**src/rtl/systolic_pkg.sv**
```systemverilog
// Shared types and elaboration helpers for the weight-stationary systolic engine.
package systolic_pkg;

  typedef enum logic [1:0] {
    EMPTY = 2'd0,
    LOAD  = 2'd1,
    READY = 2'd2
  } state_e;

  function automatic int clog2(input int value);
    int r;
    r = 0;
    for (int i = 0; i < 31; i++) begin
      if ((32'sd1 <<< i) < value) r = i + 1;
    end
    return r;
  endfunction

  function automatic int lat(input int size);
    return 2 * size;
  endfunction

  // Accumulator must hold a full product plus growth over SIZE terms.
  function automatic bit acc_w_ok(input int data_w, input int acc_w, input int size);
    return acc_w >= (2 * data_w + clog2(size));
  endfunction

endpackage

```
**src/rtl/systolic_ws_if.sv**
```systemverilog
// Weight, activation and result streams of systolic_ws; the master drives weights/activations.
interface systolic_ws_if #(
  parameter int DATA_W = 8,
  parameter int ACC_W  = 24,
  parameter int SIZE   = 3
);
  logic                     w_valid;
  logic                     w_ready;
  logic [DATA_W*SIZE-1:0]   w_stream;
  logic                     a_valid;
  logic                     a_ready;
  logic [DATA_W*SIZE-1:0]   a_stream;
  logic                     y_valid;
  logic [ACC_W*SIZE-1:0]    y_stream;

  modport master (
    output w_valid, w_stream, a_valid, a_stream,
    input  w_ready, a_ready, y_valid, y_stream
  );

  modport slave (
    input  w_valid, w_stream, a_valid, a_stream,
    output w_ready, a_ready, y_valid, y_stream
  );
endinterface

```
**src/rtl/systolic_pe.sv**
```systemverilog
// One processing element: stationary weight, forwarded activation, accumulated partial sum.
// Build option: SYSTOLIC_SIGNED_EN selects two's-complement operands (default unsigned).
module systolic_pe
  import systolic_pkg::*;
#(
  parameter int DATA_W = 8,
  parameter int ACC_W  = 24
) (
  input  logic              clk,
  input  logic              rst_n,
  input  logic              we,
  input  logic [DATA_W-1:0] w_in,
  input  logic [DATA_W-1:0] a_in,
  input  logic [ACC_W-1:0]  sum_in,
  output logic [DATA_W-1:0] a_out,
  output logic [ACC_W-1:0]  sum_out
);
  logic [DATA_W-1:0] w_q, w_d;
  logic [DATA_W-1:0] a_q, a_d;
  logic [ACC_W-1:0]  sum_q, sum_d;
  logic [ACC_W-1:0]  prod_ext;

`ifdef SYSTOLIC_SIGNED_EN
  logic signed [2*DATA_W-1:0] prod;
  assign prod = $signed({{DATA_W{a_in[DATA_W-1]}}, a_in}) * $signed({{DATA_W{w_q[DATA_W-1]}}, w_q});
`else
  logic [2*DATA_W-1:0] prod;
  assign prod = {{DATA_W{1'b0}}, a_in} * {{DATA_W{1'b0}}, w_q};
`endif
  assign prod_ext = ACC_W'(prod);

  always_comb begin
    if (we) begin
      w_d = w_in;
    end else begin
      w_d = w_q;
    end
    a_d   = a_in;
    sum_d = sum_in + prod_ext;
  end

  always_ff @(posedge clk) begin
    if (!rst_n) begin
      w_q   <= '0;
      a_q   <= '0;
      sum_q <= '0;
    end else begin
      w_q   <= w_d;
      a_q   <= a_d;
      sum_q <= sum_d;
    end
  end

  assign a_out   = a_q;
  assign sum_out = sum_q;
endmodule

```
**src/rtl/systolic_ws_chk.sv**
```systemverilog
// Elaboration-time legality check of the systolic_ws parameter set.
module systolic_ws_chk
  import systolic_pkg::*;
#(
  parameter int DATA_W = 8,
  parameter int ACC_W  = 24,
  parameter int SIZE   = 3
) ();
  if (!acc_w_ok(DATA_W, ACC_W, SIZE)) begin : g_bad_acc_w
    $error("systolic_ws: ACC_W=%0d too narrow for DATA_W=%0d SIZE=%0d", ACC_W, DATA_W, SIZE);
  end
endmodule

```
**src/rtl/systolic_ws.sv**
```systemverilog
// Weight-stationary SIZE x SIZE matrix-vector engine, y = a*W, fixed latency 2*SIZE.
// Build option: SYSTOLIC_SIGNED_EN selects two's-complement operands (default unsigned).
module systolic_ws
  import systolic_pkg::*;
#(
  parameter int DATA_W = 8,
  parameter int ACC_W  = 24,
  parameter int SIZE   = 3
) (
  input logic          clk,
  input logic          rst_n,
  systolic_ws_if.slave bus
);
  localparam int LAT   = lat(SIZE);
  localparam int CNT_W = clog2(2 * SIZE + 1);
  localparam int K_W   = (SIZE > 1) ? clog2(SIZE) : 1;

  state_e                 state_q, state_d;
  logic [K_W-1:0]         k_q, k_d;
  logic [CNT_W-1:0]       inflight_q, inflight_d;
  logic [LAT-2:0]         vld_q, vld_d;
  logic                   y_valid_q, y_valid_d;
  logic [ACC_W*SIZE-1:0]  y_stream_q, y_stream_d;
  logic [ACC_W*SIZE-1:0]  y_flat;
  logic                   w_acc, a_acc;

  logic [DATA_W-1:0] a_in_s   [SIZE];
  logic [DATA_W-1:0] a_link   [SIZE][SIZE+1];
  logic [ACC_W-1:0]  sum_link [SIZE+1][SIZE];
  logic [ACC_W-1:0]  desk     [SIZE];

  systolic_ws_chk #(.DATA_W(DATA_W), .ACC_W(ACC_W), .SIZE(SIZE)) u_chk ();

  // Weight writes only with an empty pipeline; any pending reload starves new vectors.
  assign bus.w_ready = (state_q == LOAD) || (inflight_q == '0);
  assign bus.a_ready = (state_q == READY) && !bus.w_valid;
  assign w_acc       = bus.w_valid && bus.w_ready;
  assign a_acc       = bus.a_valid && bus.a_ready;

  always_comb begin
    state_d    = state_q;
    k_d        = k_q;
    inflight_d = inflight_q;
    case (state_q)
      EMPTY, LOAD, READY: begin
        if (w_acc && (k_q == K_W'(SIZE - 1))) begin
          state_d = READY;
          k_d     = '0;
        end else if (w_acc) begin
          state_d = LOAD;
          k_d     = k_q + K_W'(1);
        end else begin
          state_d = state_q;
          k_d     = k_q;
        end
      end
      default: begin
        state_d = EMPTY;
        k_d     = '0;
      end
    endcase
    case ({a_acc, y_valid_q})
      2'b10:   inflight_d = inflight_q + CNT_W'(1);
      2'b01:   inflight_d = inflight_q - CNT_W'(1);
      default: inflight_d = inflight_q;
    endcase
    vld_d[0] = a_acc;
    for (int i = 1; i < LAT - 1; i++) vld_d[i] = vld_q[i-1];
    y_valid_d = vld_q[LAT-2];
    if (vld_q[LAT-2]) begin
      y_stream_d = y_flat;
    end else begin
      y_stream_d = y_stream_q;
    end
  end

  // Idle cycles inject zeros so only accepted vectors ever reach the accumulators.
  always_comb begin
    y_flat = '0;
    for (int r = 0; r < SIZE; r++) begin
      if (a_acc) begin
        a_in_s[r] = bus.a_stream[(SIZE-r)*DATA_W-1 -: DATA_W];
      end else begin
        a_in_s[r] = '0;
      end
    end
    for (int c = 0; c < SIZE; c++) y_flat[(SIZE-c)*ACC_W-1 -: ACC_W] = desk[c];
  end

  always_ff @(posedge clk) begin
    if (!rst_n) begin
      state_q    <= EMPTY;
      k_q        <= '0;
      inflight_q <= '0;
      vld_q      <= '0;
      y_valid_q  <= 1'b0;
      y_stream_q <= '0;
    end else begin
      state_q    <= state_d;
      k_q        <= k_d;
      inflight_q <= inflight_d;
      vld_q      <= vld_d;
      y_valid_q  <= y_valid_d;
      y_stream_q <= y_stream_d;
    end
  end

  for (genvar r = 0; r < SIZE; r++) begin : g_skew
    if (r == 0) begin : g_direct
      assign a_link[0][0] = a_in_s[0];
    end else begin : g_dly
      logic [DATA_W-1:0] sk_q [r];
      logic [DATA_W-1:0] sk_d [r];
      always_comb begin
        sk_d[0] = a_in_s[r];
        for (int i = 1; i < r; i++) sk_d[i] = sk_q[i-1];
      end
      always_ff @(posedge clk) begin
        if (!rst_n) begin
          for (int i = 0; i < r; i++) sk_q[i] <= '0;
        end else begin
          sk_q <= sk_d;
        end
      end
      assign a_link[r][0] = sk_q[r-1];
    end
  end

  for (genvar c = 0; c < SIZE; c++) begin : g_col
    assign sum_link[0][c] = '0;
    if (c == SIZE - 1) begin : g_direct
      assign desk[c] = sum_link[SIZE][c];
    end else begin : g_dly
      logic [ACC_W-1:0] dk_q [SIZE-1-c];
      logic [ACC_W-1:0] dk_d [SIZE-1-c];
      always_comb begin
        dk_d[0] = sum_link[SIZE][c];
        for (int i = 1; i < SIZE - 1 - c; i++) dk_d[i] = dk_q[i-1];
      end
      always_ff @(posedge clk) begin
        if (!rst_n) begin
          for (int i = 0; i < SIZE - 1 - c; i++) dk_q[i] <= '0;
        end else begin
          dk_q <= dk_d;
        end
      end
      assign desk[c] = dk_q[SIZE-2-c];
    end
  end

  for (genvar r = 0; r < SIZE; r++) begin : g_pe_row
    for (genvar c = 0; c < SIZE; c++) begin : g_pe_col
      systolic_pe #(.DATA_W(DATA_W), .ACC_W(ACC_W)) u_pe (
        .clk     (clk),
        .rst_n   (rst_n),
        .we      (w_acc && (k_q == K_W'(r))),
        .w_in    (bus.w_stream[(SIZE-c)*DATA_W-1 -: DATA_W]),
        .a_in    (a_link[r][c]),
        .sum_in  (sum_link[r][c]),
        .a_out   (a_link[r][c+1]),
        .sum_out (sum_link[r+1][c])
      );
    end
  end

  assign bus.y_valid  = y_valid_q;
  assign bus.y_stream = y_stream_q;
endmodule

```
**src/flat_wrapper.sv**
```systemverilog
// flat-port wrapper written by rule: the top's interface ports become plain ports
module systolic_ws_flat import systolic_pkg::*;
#(
  parameter int DATA_W = 8,
  parameter int ACC_W  = 24,
  parameter int SIZE   = 3
)
  (clk, rst_n, bus_w_valid, bus_w_stream, bus_a_valid, bus_a_stream, bus_w_ready, bus_a_ready, bus_y_valid, bus_y_stream);
  systolic_ws_if #(.DATA_W(DATA_W), .ACC_W(ACC_W), .SIZE(SIZE)) bus_i ();
  input logic clk;
  input logic rst_n;
  input wire logic [$bits(bus_i.w_valid)-1:0] bus_w_valid;
  input wire logic [$bits(bus_i.w_stream)-1:0] bus_w_stream;
  input wire logic [$bits(bus_i.a_valid)-1:0] bus_a_valid;
  input wire logic [$bits(bus_i.a_stream)-1:0] bus_a_stream;
  output wire logic [$bits(bus_i.w_ready)-1:0] bus_w_ready;
  output wire logic [$bits(bus_i.a_ready)-1:0] bus_a_ready;
  output wire logic [$bits(bus_i.y_valid)-1:0] bus_y_valid;
  output wire logic [$bits(bus_i.y_stream)-1:0] bus_y_stream;
  assign bus_i.w_valid = bus_w_valid;
  assign bus_i.w_stream = bus_w_stream;
  assign bus_i.a_valid = bus_a_valid;
  assign bus_i.a_stream = bus_a_stream;
  assign bus_w_ready = bus_i.w_ready;
  assign bus_a_ready = bus_i.a_ready;
  assign bus_y_valid = bus_i.y_valid;
  assign bus_y_stream = bus_i.y_stream;
  systolic_ws #(.DATA_W(DATA_W), .ACC_W(ACC_W), .SIZE(SIZE)) u_core (.clk(clk), .rst_n(rst_n), .bus(bus_i));
endmodule
```
**config.mk**
```make
export PLATFORM = sky130hd
export DESIGN_NAME = systolic_ws_flat
export DESIGN_NICKNAME = d
export VERILOG_FILES = /design/src/rtl/systolic_pkg.sv /design/src/rtl/systolic_ws_if.sv /design/src/rtl/systolic_pe.sv /design/src/rtl/systolic_ws_chk.sv /design/src/rtl/systolic_ws.sv /design/src/flat_wrapper.sv
export SDC_FILE = /design/constraint.sdc
export NUM_CORES = 2
export LEC_CHECK = 0
export ABC_AREA = 1
export CAP_MARGIN = 20
export CORE_MARGIN = 10
export CORE_UTILIZATION = 64
export CTS_CLUSTER_SIZE = 20
export DETAILED_ROUTE_END_ITERATION = 10
export GPL_TIMING_DRIVEN = 0
export PLACE_DENSITY = 0.83
export REMOVE_ABC_BUFFERS = 1
export SETUP_SLACK_MARGIN = 0.02
export SLEW_MARGIN = 20
export SYNTH_ARGS = -nofsm -noshare
export SYNTH_HDL_FRONTEND = slang
export SYNTH_SLANG_ARGS = --single-unit
```
**constraint.sdc**
```tcl
create_clock -name clk -period 6.41 [get_ports clk]
set_input_delay 1.923 -clock clk [delete_from_list [all_inputs] [get_ports clk]]
set_output_delay 1.923 -clock clk [all_outputs]
set_load 0.02 [all_outputs]
```
* Word-level counts from Yosys, hierarchy flattened *
Index checks and enable logic that the tools add are counted.

cells by class
  muxes and demuxes = 4
  divide/modulo/power cells = 0
  reductions and logical operators = 17
  bitwise logic cells = 2
  multipliers = 9
  shift operators = 0
  equality and inequality tests = 6
  $lt $le $gt $ge = 0
  $add $sub $neg = 9

operator list
  kind                 number
  $add 24x16->24       6
  $mul 8x8->16         9
  $mux 8               1
  $eq 2x1->1 const B   3
  $eq 2x2->1 const B   3
  $logic_and 1x1->1    6
  $pmux 3 s2           1
  $reduce_or 3->1      2
  $logic_not 2->1      2
  $mux 2               2
  $reduce_and 2->1     2
  $reduce_bool 2->1    2
  $add 3x1->3 const B  1
  $logic_not 3->1      1
  $sub 3x1->3 const B  1
  $add 2x1->2 const B  1
  $not 1->1            2
  $logic_not 1->1      1
  $logic_or 1x1->1     1

word-level totals
  memory bits (read-only) = 0
  latch bits = 0
  memories = 0
  register bits = 517
  memory bits (writable) = 0
  output and inout port bits = 75

* Longest topological paths before layout *
  depth in word-level cells = 5
  depth in mapped cells = 25

* By module *
Synthesis repeated with hierarchy kept, for this count alone.

unflattened totals
  cells, all modules = 6309
  area, all modules = 44720.4 um2

modules (own cells, without submodules)
  module                                                  instances  cells an instance  area each (um2)
  systolic_pe at u_core.g_pe_row[0].g_pe_col[1].u_pe ...  2          621                4334.2
  systolic_pe at u_core.g_pe_row[1].g_pe_col[1].u_pe ...  2          620                4296.6
  systolic_ws                                             1          701                5831.8
  systolic_pe at u_core.g_pe_row[1].g_pe_col[0].u_pe      1          628                4342.9
  systolic_pe at u_core.g_pe_row[0].g_pe_col[0].u_pe      1          630                4337.9
  systolic_pe at u_core.g_pe_row[2].g_pe_col[1].u_pe      1          624                4334.2
  systolic_pe at u_core.g_pe_row[2].g_pe_col[2].u_pe      1          624                4309.1
  systolic_pe at u_core.g_pe_row[2].g_pe_col[0].u_pe      1          620                4302.9

* Worst setup path after synthesis *
No wires, ideal clock.

  kind = input port to flip-flop
  from = input bus_w_valid
  to = register u_core.g_pe_row[0].g_pe_col[0].u_pe.sum_q[9]
  stages = 20
  arrival time = 5.579 ns
  path slack = 0.718 ns
  path buffers = 0
  path through = nor2_2 nand2_4 nor2_1 inv_1 nor2_1 fa_1 fa_1 fa_1 inv_1 fa_1 inv_1 ha_1 nand2_1 inv_1 nand2_1 nand2_1 a21oi_1 nand2_1 nand2_1 nor2_1

on the way
  longest elaborated chain between the ends = 5

RTL lines
  what                    line                source
  start: declaration      flat_wrapper.sv:12  input wire logic [$bits(bus_i.w_valid)-1:0] bus_w_valid;
  $logic_not 1->1         systolic_ws.sv:36   assign bus.a_ready = (state_q == READY) && !bus.w_valid;
  $logic_and 1x1->1       systolic_ws.sv:36
  $logic_and 1x1->1       systolic_ws.sv:38   assign a_acc = bus.a_valid && bus.a_ready;
  $mux 8                  systolic_ws.sv:81   if (a_acc) begin
  $mul 8x8->16            systolic_pe.sv:28   assign prod = {{DATA_W{1'b0}}, a_in} * {{DATA_W{1'b0}}, w_q};
  end signal: assignment  systolic_pe.sv:50   sum_q <= sum_d;
  end: declaration        systolic_pe.sv:20   logic [ACC_W-1:0] sum_q, sum_d;

Every way passes these cells.
A chain may end at the register's enable or synchronous reset.

* Worst setup path after layout *
  from = input bus_w_valid
  to = register u_core.g_pe_row[0].g_pe_col[0].u_pe.sum_q[14]

The elaborated chain is that of the path after synthesis.

==> qor.csv <==
metric,value,unit
grt_pass1_vias,29670,
avgSynthCellArea,7.152,um2
dieWidth,260.9,um
clockBufferDepth,3,
setup_tns,0,ns
rsz0062_at_grt,false,
root_buffer,clkbuf_16,
dp_cells,5876,
gr-usage-all-layers,0.2405,
reg2reg_depth,22,
post-cts-setup-buffers,0,
ys_ff_latch,430,
die_area,0.06808,mm2
p_leak,24.13,nW
end_kind,register,
yosysTopAreaCell,dfxtp_1,
drive_above_1_share,0.02135,
grt_max_degree,129,
routedWlPerCell,13.29,um
cts.sinks,430,
critical_path.max_fanout,10,
peakVddDrop,197.4,uV
cp_common_cell,nand2_1,
slowest_delay,0.51,ns
drtPass1Iterations,5,
utilization,0.6985,
yosysWarnings,0,
clk_latency,0.62,ns
gp_congestion,0.8851,
start_util,0.6451,
fp.dieH,260.9,um
synth_ff_type,dfxtp_1,
cts-resized-gates,0,
clkSlewWorstSetupHoldPaths,0.06,ns
slew_violations,0,
cts_buffers,49,
coreArea,0.05759,mm2
totalPowerFinal,0.006051,W
vias,29290,
cp.arrival,6.53,ns
crit_chain,clkdlybuf4s50_1 -> nor2_2 -> nand2_4 -> nor2_1 -> inv_1 -> nor2_1 -> fa_1 -> fa_1 -> fa_1 -> inv_1 -> fa_1 -> inv_1 -> ha_1 -> nand2_1 -> inv_1 -> nand2_1 -> nand2_1 -> nand2_1 -> nand3_1 -> nand2_1 -> nand2_1 -> nor2_1,
synthArstFlopShare,0,
critPathLaunchType,input port,
slowest_stage,fa_1,
cts-hold-fix-buffers,0,
crit_family,adder cells,
instances_no_fill,5966,
syn_area,0.03715,mm2
fin_crit,6.024,ns
fmax,0.1660,GHz
nets,5978,
htree_levels,2,
antenna_found_initial,2,
hold_depth,2,
syn-instance-count,5194,
grt-ovfl-total,0,
cap_viol_max_count,0,
detail-route-antenna-nets,0,
run_status,"complete, no violations",
place_area,0.03844,mm2
fin_crit_sh,0.9398,
maxSlewHeadroom,0.4612,
synthToLayoutAreaGrowth,8.289,%
path_buf_inv,5,
ys_types,34,
powerDensity,150.4,mW/mm2
pin_count,127,
critPathRequiredTime,6.92,ns
ys_top_cells_by_area,"dfxtp_1, fa_1, inv_1",
hold_viol,0,
cts_tree,yes,
drtIter0Drc,2004,
dp_hpwl,61670,um
via_per_inst,4.910,
seq_area_frac_synth,0.2317,
io_buffer_count,111,
min_path_type,reg -> reg,
grt_pass1_wl,136800,um
final_area,0.04022,mm2
rows,88,
synth_edf_count,0,
critical_path_class,in -> reg,
finClkSkew,0.02395,ns
synth_top_area_share,0.2317,
wirelength,79280,um
drc,0,
crit_cells,22,
setup_violations,0,
tightest_slew,0.8081,ns
per-layer routing:
| layer | global-route usage | up-vias | share of wire |
|---|---|---|---|
| met2 | 0.4220 | 781 | 0.48 |
| li1 | - | 14700 | - |
| met1 | 0.2957 | 13640 | 0.42 |
| met5 | 0 | - | 0.00016 |
| met3 | 0.04211 | 173 | 0.072 |
| met4 | 0.07767 | 2 | 0.029 |
worst min-delay path: cells and delay by family, from the launching register on:
family                 cells  cell delay [ns]
buffers and inverters      1             0.04
and+or+nand+nor            1             0.05
DFF                        1             0.30
registers in the layout (all words and copies together) (netlist names):
signal                                 cells
u_core.g_pe_row.g_pe_col.u_pe.sum_out    159
u_core.g_pe_row.g_pe_col.u_pe.w_q         72
u_core.state_q                             2
u_core.g_pe_row.g_pe_col.u_pe.a_out       48
u_core.inflight_q                          3
u_core.g_col.g_dly.dk_q                   19
u_core.a_link                              8
u_core.g_col.g_dly.dk_d                   19
u_core.desk                               19
u_core.bus.y_valid                         1
u_core.g_skew.g_dly.sk_q                   8
u_core.vld_q                               5
u_core.k_q                                 2
u_core.g_skew.g_dly.sk_d                   8
u_core.bus.y_stream                       57
area by class of cell:
cell class,count,area [um2]
Inverter,1489,5592
Antenna cell,1,2.502
Timing Repair Buffer,116,1231
Clock inverter,28,414.1
Tap cell,765,957.2
Multi-Input combinational cell,3076,22050
Sequential cell,430,8610
Fill cell,4537,17360
Clock buffer,61,1373
cell usage in the layout, fill, tap and decap left out, drive strengths merged, types with 8 or more instances in the layout:
cell              n
and2             17
inv            1495
nand3            97
o21ai           174
conb             15
bufinv            8
clkdlybuf4s50   110
clkbuf           61
a21oi           124
nand2          1266
nor2            591
ha              352
dfxtp           430
clkinv           12
fa              412
synthesized netlist by cell type (2+ instances only):
cell type,n
clkbuf_1,150
nand3b_1,4
buf_1,9
a21o_1,6
nand2_1,1261
buf_6,4
xor2_1,4
and2_1,17
o21ai_0,164
nor2_1,586
a21oi_1,124
nand4_1,7
fa_1,412
o21ai_1,9
xnor2_1,3
nand2_2,2
buf_2,25
nand3_1,96
ha_1,352
inv_2,3
buf_4,24
nor2_4,4
a21boi_0,2
dfxtp_1,430
inv_1,1485
nand2_4,3
metrics by stage:
stage               hold WS, ns  setup slack (ns)
CTS                      0.4006            0.3771
detailed placement       0.3960           -0.2510
floorplan                0.3900            0.7187
global placement         0.3917            -12.17
finish                   0.3956            0.3860
global route             0.4210            0.1014
cells by family after synthesis:
family / share of synthesized area
compound gates: 0.04227
xor+xnor: 0.001651
fa+ha+maj: 0.3406
buf+inv: 0.1762
flops: 0.2317
other cells: 0.0001010
simple gates: 0.2075
worst paths after layout:
| path | slack, ns | end | from |
|---|---|---|---|
| max | 0.39 | u_core.g_pe_row[0].g_pe_col[0].u_pe.sum_out[14]$_SDFF_PN0_ | bus_w_valid |
| min | 0.40 | u_core.g_col[1].g_dly.dk_q[5]$_SDFF_PN0_ | u_core.g_pe_row[2].g_pe_col[1].u_pe.sum_out[5]$_SDFF_PN0_ |
| max reg2reg | 1.72 | u_core.g_pe_row[0].g_pe_col[0].u_pe.sum_out[14]$_SDFF_PN0_ | u_core.state_q[1]$_SDFFE_PN0P_ |
| min reg2reg | 0.40 | u_core.g_col[1].g_dly.dk_q[5]$_SDFF_PN0_ | u_core.g_pe_row[2].g_pe_col[1].u_pe.sum_out[5]$_SDFF_PN0_ |
where the power goes:
part | total [W] | leakage [nW] | internal [W] | switching, W
combinational | 0.000212 | 19.8 | 0.0000689 | 0.000143
clock | 0.00305 | 0.875 | 0.00186 | 0.00119
sequential | 0.00279 | 3.47 | 0.00271 | 0.0000831
(Power assumes the default switching activity.)
